$ cat src/rtl/bram_wr_sched.sv
// Write-port scheduler for the 8-bank BRAM array: round-robin grant between a
// byte loader (A) and a fill/clear engine (B), then setup / strobe / hold sequencing.
module bram_wr_sched #(
  parameter int unsigned SETUP_CYC  = 1,
  parameter int unsigned STROBE_CYC = 2,
  parameter int unsigned HOLD_CYC   = 2
) (
  input  logic        clk,
  input  logic        reset,
  input  logic        a_valid,
  input  logic [12:0] a_addr,
  input  logic [7:0]  a_data,
  output logic        a_ready,
  input  logic        b_valid,
  input  logic [12:0] b_addr,
  input  logic [7:0]  b_data,
  output logic        b_ready,
  input  logic        hold_off,
  output logic [9:0]  wr_addr,
  output logic [7:0]  wr_data,
  output logic [7:0]  wr_strobe,
  output logic        busy,
  output logic        grant_b,
  output logic        done
);

  localparam int unsigned WORD_W = 10;
  localparam int unsigned DATA_W = 8;
  localparam int unsigned BANKS  = 8;
  localparam int unsigned BANK_W = 3;
  localparam int unsigned CNT_W  = 4;

  typedef enum logic [1:0] {
    IDLE   = 2'd0,
    SETUP  = 2'd1,
    STROBE = 2'd2,
    HOLD   = 2'd3
  } state_t;

  state_t              state_q;
  logic [CNT_W-1:0]    cnt_q;
  logic [BANK_W-1:0]   bank_q;
  logic                prio_b_q;
  logic [WORD_W-1:0]   wr_addr_q;
  logic [DATA_W-1:0]   wr_data_q;
  logic [BANKS-1:0]    wr_strobe_q;
  logic                busy_q;
  logic                grant_b_q;
  logic                done_q;

  logic                can_grant;
  logic                win_b;
  logic                accept;
  logic [12:0]         sel_addr;
  logic [DATA_W-1:0]   sel_data;

  // Grant window and round-robin winner; prio_b_q=1 means B wins a tie.
  always_comb begin
    can_grant = (state_q == IDLE) && !hold_off;
    win_b     = b_valid && (!a_valid || prio_b_q);
    a_ready   = can_grant && a_valid && !win_b;
    b_ready   = can_grant && win_b;
    accept    = a_ready || b_ready;
    sel_addr  = win_b ? b_addr : a_addr;
    sel_data  = win_b ? b_data : a_data;
  end

  // Sequencer: every phase length is counted down from (cycles-1) to 0.
  always_ff @(posedge clk or posedge reset) begin
    if (reset) begin
      state_q     <= IDLE;
      cnt_q       <= '0;
      bank_q      <= '0;
      prio_b_q    <= 1'b0;
      wr_addr_q   <= '0;
      wr_data_q   <= '0;
      wr_strobe_q <= '0;
      busy_q      <= 1'b0;
      grant_b_q   <= 1'b0;
      done_q      <= 1'b0;
    end else begin
      done_q <= 1'b0;
      unique case (state_q)
        IDLE: begin
          if (accept) begin
            state_q   <= SETUP;
            cnt_q     <= CNT_W'(SETUP_CYC - 1);
            wr_addr_q <= sel_addr[WORD_W-1:0];
            wr_data_q <= sel_data;
            bank_q    <= sel_addr[12:10];
            busy_q    <= 1'b1;
            grant_b_q <= win_b;
            prio_b_q  <= !win_b;
          end
        end
        SETUP: begin
          if (cnt_q == '0) begin
            state_q     <= STROBE;
            cnt_q       <= CNT_W'(STROBE_CYC - 1);
            wr_strobe_q <= BANKS'(1) << bank_q;
          end else begin
            cnt_q <= cnt_q - CNT_W'(1);
          end
        end
        STROBE: begin
          if (cnt_q == '0) begin
            state_q     <= HOLD;
            cnt_q       <= CNT_W'(HOLD_CYC - 1);
            wr_strobe_q <= '0;
            done_q      <= (HOLD_CYC == 1);
          end else begin
            cnt_q <= cnt_q - CNT_W'(1);
          end
        end
        HOLD: begin
          if (cnt_q == '0) begin
            state_q <= IDLE;
            busy_q  <= 1'b0;
          end else begin
            cnt_q  <= cnt_q - CNT_W'(1);
            done_q <= (cnt_q == CNT_W'(1));
          end
        end
        default: state_q <= IDLE;
      endcase
    end
  end

  assign wr_addr   = wr_addr_q;
  assign wr_data   = wr_data_q;
  assign wr_strobe = wr_strobe_q;
  assign busy      = busy_q;
  assign grant_b   = grant_b_q;
  assign done      = done_q;

endmodule

$ cat config.mk
export PLATFORM = sky130hd
export DESIGN_NAME = bram_wr_sched
export DESIGN_NICKNAME = d
export VERILOG_FILES = /design/src/rtl/bram_wr_sched.sv
export SDC_FILE = /design/constraint.sdc
export NUM_CORES = 1
export LEC_CHECK = 0
export BUFFER_PORTS_ARGS = -buffer_cell sky130_fd_sc_hd__buf_2
export CAP_MARGIN = 20
export CORE_AREA = 2 2 91 93
export CTS_CLUSTER_SIZE = 10
export DETAILED_ROUTE_END_ITERATION = 16
export DIE_AREA = 0 0 93 95
export GPL_TIMING_DRIVEN = 0
export PLACE_DENSITY = 0.57
export SYNTH_ARGS = -nofsm -noshare
export SYNTH_HDL_FRONTEND = slang
export SYNTH_SLANG_ARGS = --single-unit
$ cat constraint.sdc
create_clock -name clk -period 2.3 [get_ports clk]
set_input_delay 0.115 -clock clk [delete_from_list [all_inputs] [get_ports clk]]
set_output_delay 0.115 -clock clk [all_outputs]
set_load 0.005 [all_outputs]
==> impl_metrics.yaml, run 1 <==
sta:
  fin_skew_ns: 0.007629
  relSlewSlack_pct: 44.55
  finalSetupViolations: 0
  worst_slack_ns: 0.3728
  drv_slew: 0
  post-route-period-util_pct: 83.79
  hold-worst-slack_ns: -0.01415
  fin_setup_tns_ns: 0
  finalHoldViolations: 39
  max_freq_ghz: 0.5189
  min_period_ns: 1.927
  rsz0062_at_grt: "no"
  tightest_slew_ns: 0.8305
detailed_routing:
  route.detailed.drc: 0
  drt_iter0_markers: 40
  vias: 1625
  ant_nets: 0
  viasPerCell: 4.380
  drt_wl_total_um: 4586
  avgRoutedWirePerCell_um: 12.36
  drtPass1Iterations: 4
global_route:
  antenna_found_initial: 0
  grt_pass1_wl_um: 7817
  gr-total-overflow: 0
  grt_usage_pct: 11.06
  grt_pass1_vias: 1619
  grt_max_degree: 40
power_and_ir_drop:
  intPower_mw: 1.958
  power.share.sequential_pct: 37.7
  p_sw_share_pct: 36.95
  ir_worst_vdd_uv: 353.6
  p_clk_share_pct: 19.3
  comb_power_share_pct: 43.1
  switchingPower_mw: 1.148
  power.density_mw_per_mm2: 1209
  p_leak_nw: 1.328
cts:
  cts.sinks: 39
  cts_setup_buffers: 0
  clk_latency_ns: 0.29
  path_clk_slew_ns: 0.08
  cts_hold_buf: 0
  cts_buffer_depth: 2
  cts_max_level: 2
  cts_buffers: 5
  tritoncts: "built"
  cts_root_buf: "clkbuf_8"
  cts_resized: 0
floorplanning:
  die_w_um: 93
  die_h_um: 95
  core_area_mm2: 0.007928
  rows: 33
  ios: 78
  dieArea_mm2: 0.008835
  initial_core_util_pct: 24.42
synth:
  synth_common_cells: "39 x dfrtp_1, 26 x nand2_1, 16 x mux2i_1"
  yosys.cell_count.top_type: "dfrtp_1"
  synth_area_mm2: 0.001936
  syn-num-nets: 236
  yosys_warnings: 0
  synth_area_leaders: "dfrtp_1 50%, mux2i_1 8.3%, ha_1 5.2%"
  synth_edf_count: 0
  yosysTopAreaCell: "dfrtp_1"
  ys_types: 36
  synth_cells: 181
  synthFlopType: "dfrtp_1"
  async_reset_ff_share_pct: 100.0
  avgSynthCellArea_um2: 10.69
  ys_seq_area_share_pct: 50.42
  ys_ff_latch: 39
  synth_top_area_share_pct: 50.42
placement:
  dp_slack_ns: 0.3493
  dp.cells: 363
  dp_hpwl_um: 3451
  gp_congestion: 0.7526
  io_buffers: 77
critical_path:
  slowest_delay_ns: 0.40
  end_kind: "register"
  cp_cell_sequence: "inv_1 > ha_1 > nor2b_1 > o21ai_1 > buf_2 > nand2_1 > o21ai_0"
  cp_slowest_cell: "dfrtp_1"
  worst-setup-path-type: "reg -> reg"
  worst_ep_arrival_time_ns: 2.08
  worst-path-max-fanout: 10
  cp-start-kind: "register"
  worstPathRequired_ns: 2.45
finish:
  drive_gt1_share_pct: 37.22
  area_growth_pct: 32.77
  nNetsFinal: 320
  instances_no_fill: 371
  fill_cells: 874
  diodes: 0
outcome:
  status: "complete, but fails checks"
  violations: "hold timing"
hold_path:
  worstHoldPathType: "in -> async"
job:
  drv_cap: 0
critical path, delay by kind of cell, from the launching register on:
kind            cells  cell delay (ns)
flops               1             0.40
compound gates      2             0.37
simple gates        2             0.33
buf+inv             2             0.42
fa+ha+maj           1             0.27
final timing paths:
kind | start | endpoint | slack, ns | cells past startpoint
min in group clk | b_data[2] | wr_data[2] | 0.05 | 2
setup / recovery | state_q[0] | bank_q[1] | 0.37 | 7
hold reg to reg | wr_addr[9] | wr_addr[9] | 0.48 | 2
setup reg to reg | state_q[0] | bank_q[1] | 0.37 | 7
max in group asynchronous | reset | state_q[0] | 1.79 | 2
hold / removal | reset | busy | -0.01 | 2
metal layers:
layer  global-route usage (%)  routed length [um]  up-vias
met4                    2.574                  45        0
met3                    3.352                 319        5
met5                        0                   0        -
met2                    17.33                2058       62
met1                    15.03                2162      746
li1                         -                   -      812
metrics by stage:
| step | utilization, % | power [mW] | instance area (um^2) | hold slack [ns] |
|---|---|---|---|---|
| after floorplan | - | 2.060 | 1936 | 0.2191 |
| after global placement | 30.93 | 2.508 | 2452 | 0.3456 |
| after detailed placement | 30.93 | 2.544 | 2452 | 0.3525 |
| after CTS | 32.42 | 3.161 | 2570 | 0.03173 |
| after global routing | 32.42 | 3.408 | 2570 | 0.04450 |
| final | 32.42 | 3.106 | 2570 | -0.01415 |
sequential cells by signal, indices dropped and copies added (netlist names):
signal     count
state_q        2
cnt_q          4
bank_q         3
busy           1
wr_data        8
prio_b_q       1
wr_addr       10
done           1
grant_b        1
wr_strobe      8
power groups by stage:
stage,clock [mW],sequential (mW),combinational [mW]
after detailed placement,0,1.18,1.36
after floorplan,0,1.17,0.886
after global routing,0.649,1.21,1.54
final,0.598,1.17,1.34
after CTS,0.624,1.17,1.36
after global placement,0,1.18,1.33
cell type report:
type                       count  area, um^2  area share, %
sequential                    39       975.9          37.97
multi-input combinational    130       902.1          35.10
timing repair buffer          77       385.4          15.00
tap                          105       131.4          5.112
clock buffer                   6       82.58          3.213
clock inverter                 2       35.03          1.363
buffer                         6       35.03          1.363
inverter                       6       22.52         0.8763
placed cells by master (no fill, tap or decap), drive strengths merged:
master and instances:
o21ai 24, o22ai 1, o211ai 1, and2 6, nor2 9, nor2b 1
mux2i 16, nand3 1, o41ai 4, o21a 1, bufinv 1, mux2 1
or3 1, clkinv 1, inv 6, ha 8, nor3 3, a21oi 3
o31ai 4, or4 1, nand2 26, o21bai 1, clkbuf 8, nor3b 2
nand3b 2, nand2b 5, a31oi 1, nand4b 1, dfrtp 39, a221o 6
buf 81, a21o 1
kinds of logic after synthesis:
| kind of cell | Yosys count | synth area share, % |
|---|---|---|
| mux | 17 | 8.856 |
| simple gates | 58 | 15.84 |
| buf+inv | 12 | 2.973 |
| compound gates | 47 | 16.74 |
| fa+ha+maj | 8 | 5.172 |
| flops | 39 | 50.42 |
Note: power is estimated with default switching activity, not from simulation.
==> run 2: changes to the inputs <==
==> config.mk (replaced) <==
export PLATFORM = sky130hd
export DESIGN_NAME = bram_wr_sched
export DESIGN_NICKNAME = d
export VERILOG_FILES = /design/src/rtl/bram_wr_sched.sv
export SDC_FILE = /design/constraint.sdc
export NUM_CORES = 1
export LEC_CHECK = 0
export ABC_AREA = 1
export BUFFER_PORTS_ARGS = -buffer_cell sky130_fd_sc_hd__buf_2
export CAP_MARGIN = 20
export CORE_AREA = 2 2 95 97
export CTS_CLUSTER_SIZE = 10
export DETAILED_ROUTE_END_ITERATION = 16
export DIE_AREA = 0 0 97 99
export GPL_TIMING_DRIVEN = 0
export PLACE_DENSITY = 0.58
export SYNTH_ARGS = -nofsm -noshare
export SYNTH_HDL_FRONTEND = slang
export SYNTH_SLANG_ARGS = --single-unit
==> constraint.sdc (replaced) <==
create_clock -name clk -period 1.7 [get_ports clk]
set_input_delay 0.085 -clock clk [delete_from_list [all_inputs] [get_ports clk]]
set_output_delay 0.085 -clock clk [all_outputs]
set_load 0.005 [all_outputs]
==> run 2 against run 1 <==
  * The flow still finishes with violations (hold timing)
  * Die area increased by 8.7%
  * Sequential share of layout area decreased by 2.8 points
  * Area after synthesis rose by 7.2%
  * Global-route usage is 0.34 points higher
  * First-iteration DRC count rose by 60%
  * Critical path depth unchanged
  * Clock skew is 0.0011 ns higher
  * Hold slack worse by 0.035 ns
  * Setup slack got worse by 0.25 ns
  * Register-to-register slack got worse by 0.18 ns
  * Combinational power up 63%
  * Sequential power is 34% higher
  * Critical path type is now reg -> out
  * Critical endpoint is now a_ready
==> impl_metrics.yaml, run 2 <==
placement:
  gp_congestion: 0.7657
  io_buffers: 76
  post_dp_cell_area_mm2: 0.002591
  dp_hpwl_um: 3940
  dp_slack_ns: 0.04226
  dp.cells: 437
synth:
  synth_top_area_share_pct: 47.02
  synth_common_cells: "69 x nand2_1, 39 x dfrtp_1, 34 x nand3_1"
  synth_area_mm2: 0.002076
  synth_cells: 253
  synthFlopType: "dfrtp_1"
  yosysTopAreaCell: "dfrtp_1"
  syn-num-nets: 308
  yosys.cell_count.top_type: "nand2_1"
  avgSynthCellArea_um2: 8.205
  ys_seq_area_share_pct: 47.02
  ys_types: 22
  ys_ff_latch: 39
  yosys_warnings: 0
  synth_area_leaders: "dfrtp_1 47%, nand2_1 12%, nand3_1 8.2%"
  async_reset_ff_share_pct: 100.0
  synth_edf_count: 0
power_and_ir_drop:
  power.density_mw_per_mm2: 1652
  p_leak_nw: 1.481
  power_mw: 4.581
  ir_worst_vdd_uv: 614.1
finish:
  final-seq-area_um2: 975.9
  instances_no_fill: 450
  final_common_cell: "buf_2"
  area_growth_pct: 33.57
  most-common-layout-cells: "80 x buf_2, 69 x nand2_1, 39 x dfrtp_1"
  fill_cells: 915
  largest_reg_flops: 10
  nNetsFinal: 396
  diodes: 0
  design_area_mm2: 0.002773
  drive_gt1_share_pct: 33.63
  multi_input_comb_area_um2: 969.7
detailed_routing:
  drt_wl_total_um: 5310
  viasPerCell: 4.384
  drtPass1Iterations: 4
  avgRoutedWirePerCell_um: 11.80
  drt_iter0_markers: 64
  ant_nets: 0
  route.detailed.drc: 0
  vias: 1973
cts:
  cts_root_buf: "clkbuf_8"
  tritoncts: "built"
  path_clk_slew_ns: 0.08
  cts_buffers: 5
  cts.sinks: 39
  cts_max_level: 2
  cts_buffer_depth: 2
  clk_latency_ns: 0.29
critical_path:
  end_kind: "primary output"
  worstPathRequired_ns: 1.62
  worst-setup-path-type: "reg -> out"
  slowest_delay_ns: 0.42
  worst-path-max-fanout: 4
  cp_slowest_cell: "dfrtp_1"
  cp_cell_sequence: "inv_2 > ha_4 > inv_2 > nor2_8 > nand2_4 > a21oi_4 > buf_2"
  reg2reg_depth: 8
  r2r_setup_slack_ns: 0.19
  cpMostUsedCell: "inv_2"
  cp-start-kind: "register"
  worst_ep_arrival_time_ns: 1.50
sta:
  drv_slew: 0
  post-route-period-util_pct: 92.95
  min_period_ns: 1.580
  tightest_slew_ns: 0.8332
  relSlewSlack_pct: 44.37
  worst_slack_ns: 0.1199
  fin_skew_ns: 0.008738
  hold-worst-slack_ns: -0.04883
  rsz0062_at_grt: "no"
  finalSetupViolations: 0
  fin_setup_tns_ns: 0
  finalHoldViolations: 39
  max_freq_ghz: 0.6329
global_route:
  grt_pass1_vias: 1922
  grt_usage_pct: 11.39
  gr-total-overflow: 0
  grt_max_degree: 40
  grt_pass1_wl_um: 9025
  antenna_found_initial: 0
floorplanning:
  core_area_mm2: 0.008551
  ios: 78
  initial_core_util_pct: 24.28
  die_w_um: 97
  die_h_um: 99
  rows: 34
  dieArea_mm2: 0.009603
hold_path:
  worstHoldPathType: "in -> async"
outcome:
  violations: "hold timing"
  status: "complete, but fails checks"
job:
  drv_cap: 0
## run 2: changes by cell type after synthesis, moves of 5 or more
cell      previous run  this run
inv_1                5        22
nand2_1             26        69
a221o_1              6         0
nand3_1              1        34
mux2i_1             16         0
o21ai_1             12         4
a31oi_1              1        15
nor2_1               9        26
nand2b_1             5         0
and2_1               6         0
## run 2: cells by family after synthesis
family | count (synthesis) | share of synthesized area [%]
AO/OA/AOI/OAI | 31 | 8.921
adder cells (fa/ha/maj) | 8 | 4.822
buffers and inverters | 31 | 6.992
flip-flops | 39 | 47.02
AND/OR/NAND/NOR | 144 | 32.25
## run 2: metrics by stage
stage	hold slack [ns]	util, %
detailed placement	0.3117	30.30
finish	-0.04883	32.43
floorplan	0.2179	-
global placement	0.3007	30.30
global route	0.008952	32.43
CTS	0.001635	32.16
## run 2: final cells by class
class	instances	area share (%)
Timing Repair Buffer	81	15.25
Multi-Input combinational cell	183	34.97
Buffer	8	2.211
Sequential cell	39	35.20
Clock buffer	6	2.978
Clock inverter	2	1.264
Inverter	23	3.249
Tap cell	108	4.874
## run 2: final timing paths
check / startpoint / endpoint
max: state_q[1] / a_ready
min: reset / cnt_q[1]
max reg2reg: state_q[1] / wr_data[6]
min reg2reg: grant_b / grant_b
max in group asynchronous: reset / bank_q[2]
min in group clk: b_data[3] / wr_data[3]
## run 2: critical path: cells and delay by family (launching register included)
kind / cells / cell delay, ns
buffers and inverters: 3 / 0.29
adder cells (fa/ha/maj): 1 / 0.15
flip-flops: 1 / 0.42
AO/OA/AOI/OAI: 1 / 0.13
AND/OR/NAND/NOR: 2 / 0.20
## run 2: what timing repair did
action,in CTS,in global routing
hold endpoints to repair,1,0
buffers inserted,2,1
endpoints found under the setup margin,2,32
hold buffers,2,0
gates resized for setup,2,5
## run 2: report_power, final
part	switching (mW)	total (mW)	internal (mW)
registers	0.248	1.57	1.32
logic	1.27	2.19	0.914
clock network	0.349	0.824	0.475
total	1.87	4.58	2.71
## run 2: routing by layer
layer / part of all wire [%] / wire length (um) / GRT usage, % / vias up
met1: 46 / 2444 / 14.80 / 918
met2: 49 / 2598 / 19.55 / 50
met5: 0 / 0 / 0 / -
met3: 4.1 / 218 / 2.411 / 6
met4: 0.90 / 48 / 2.600 / 0
li1: - / - / - / 999
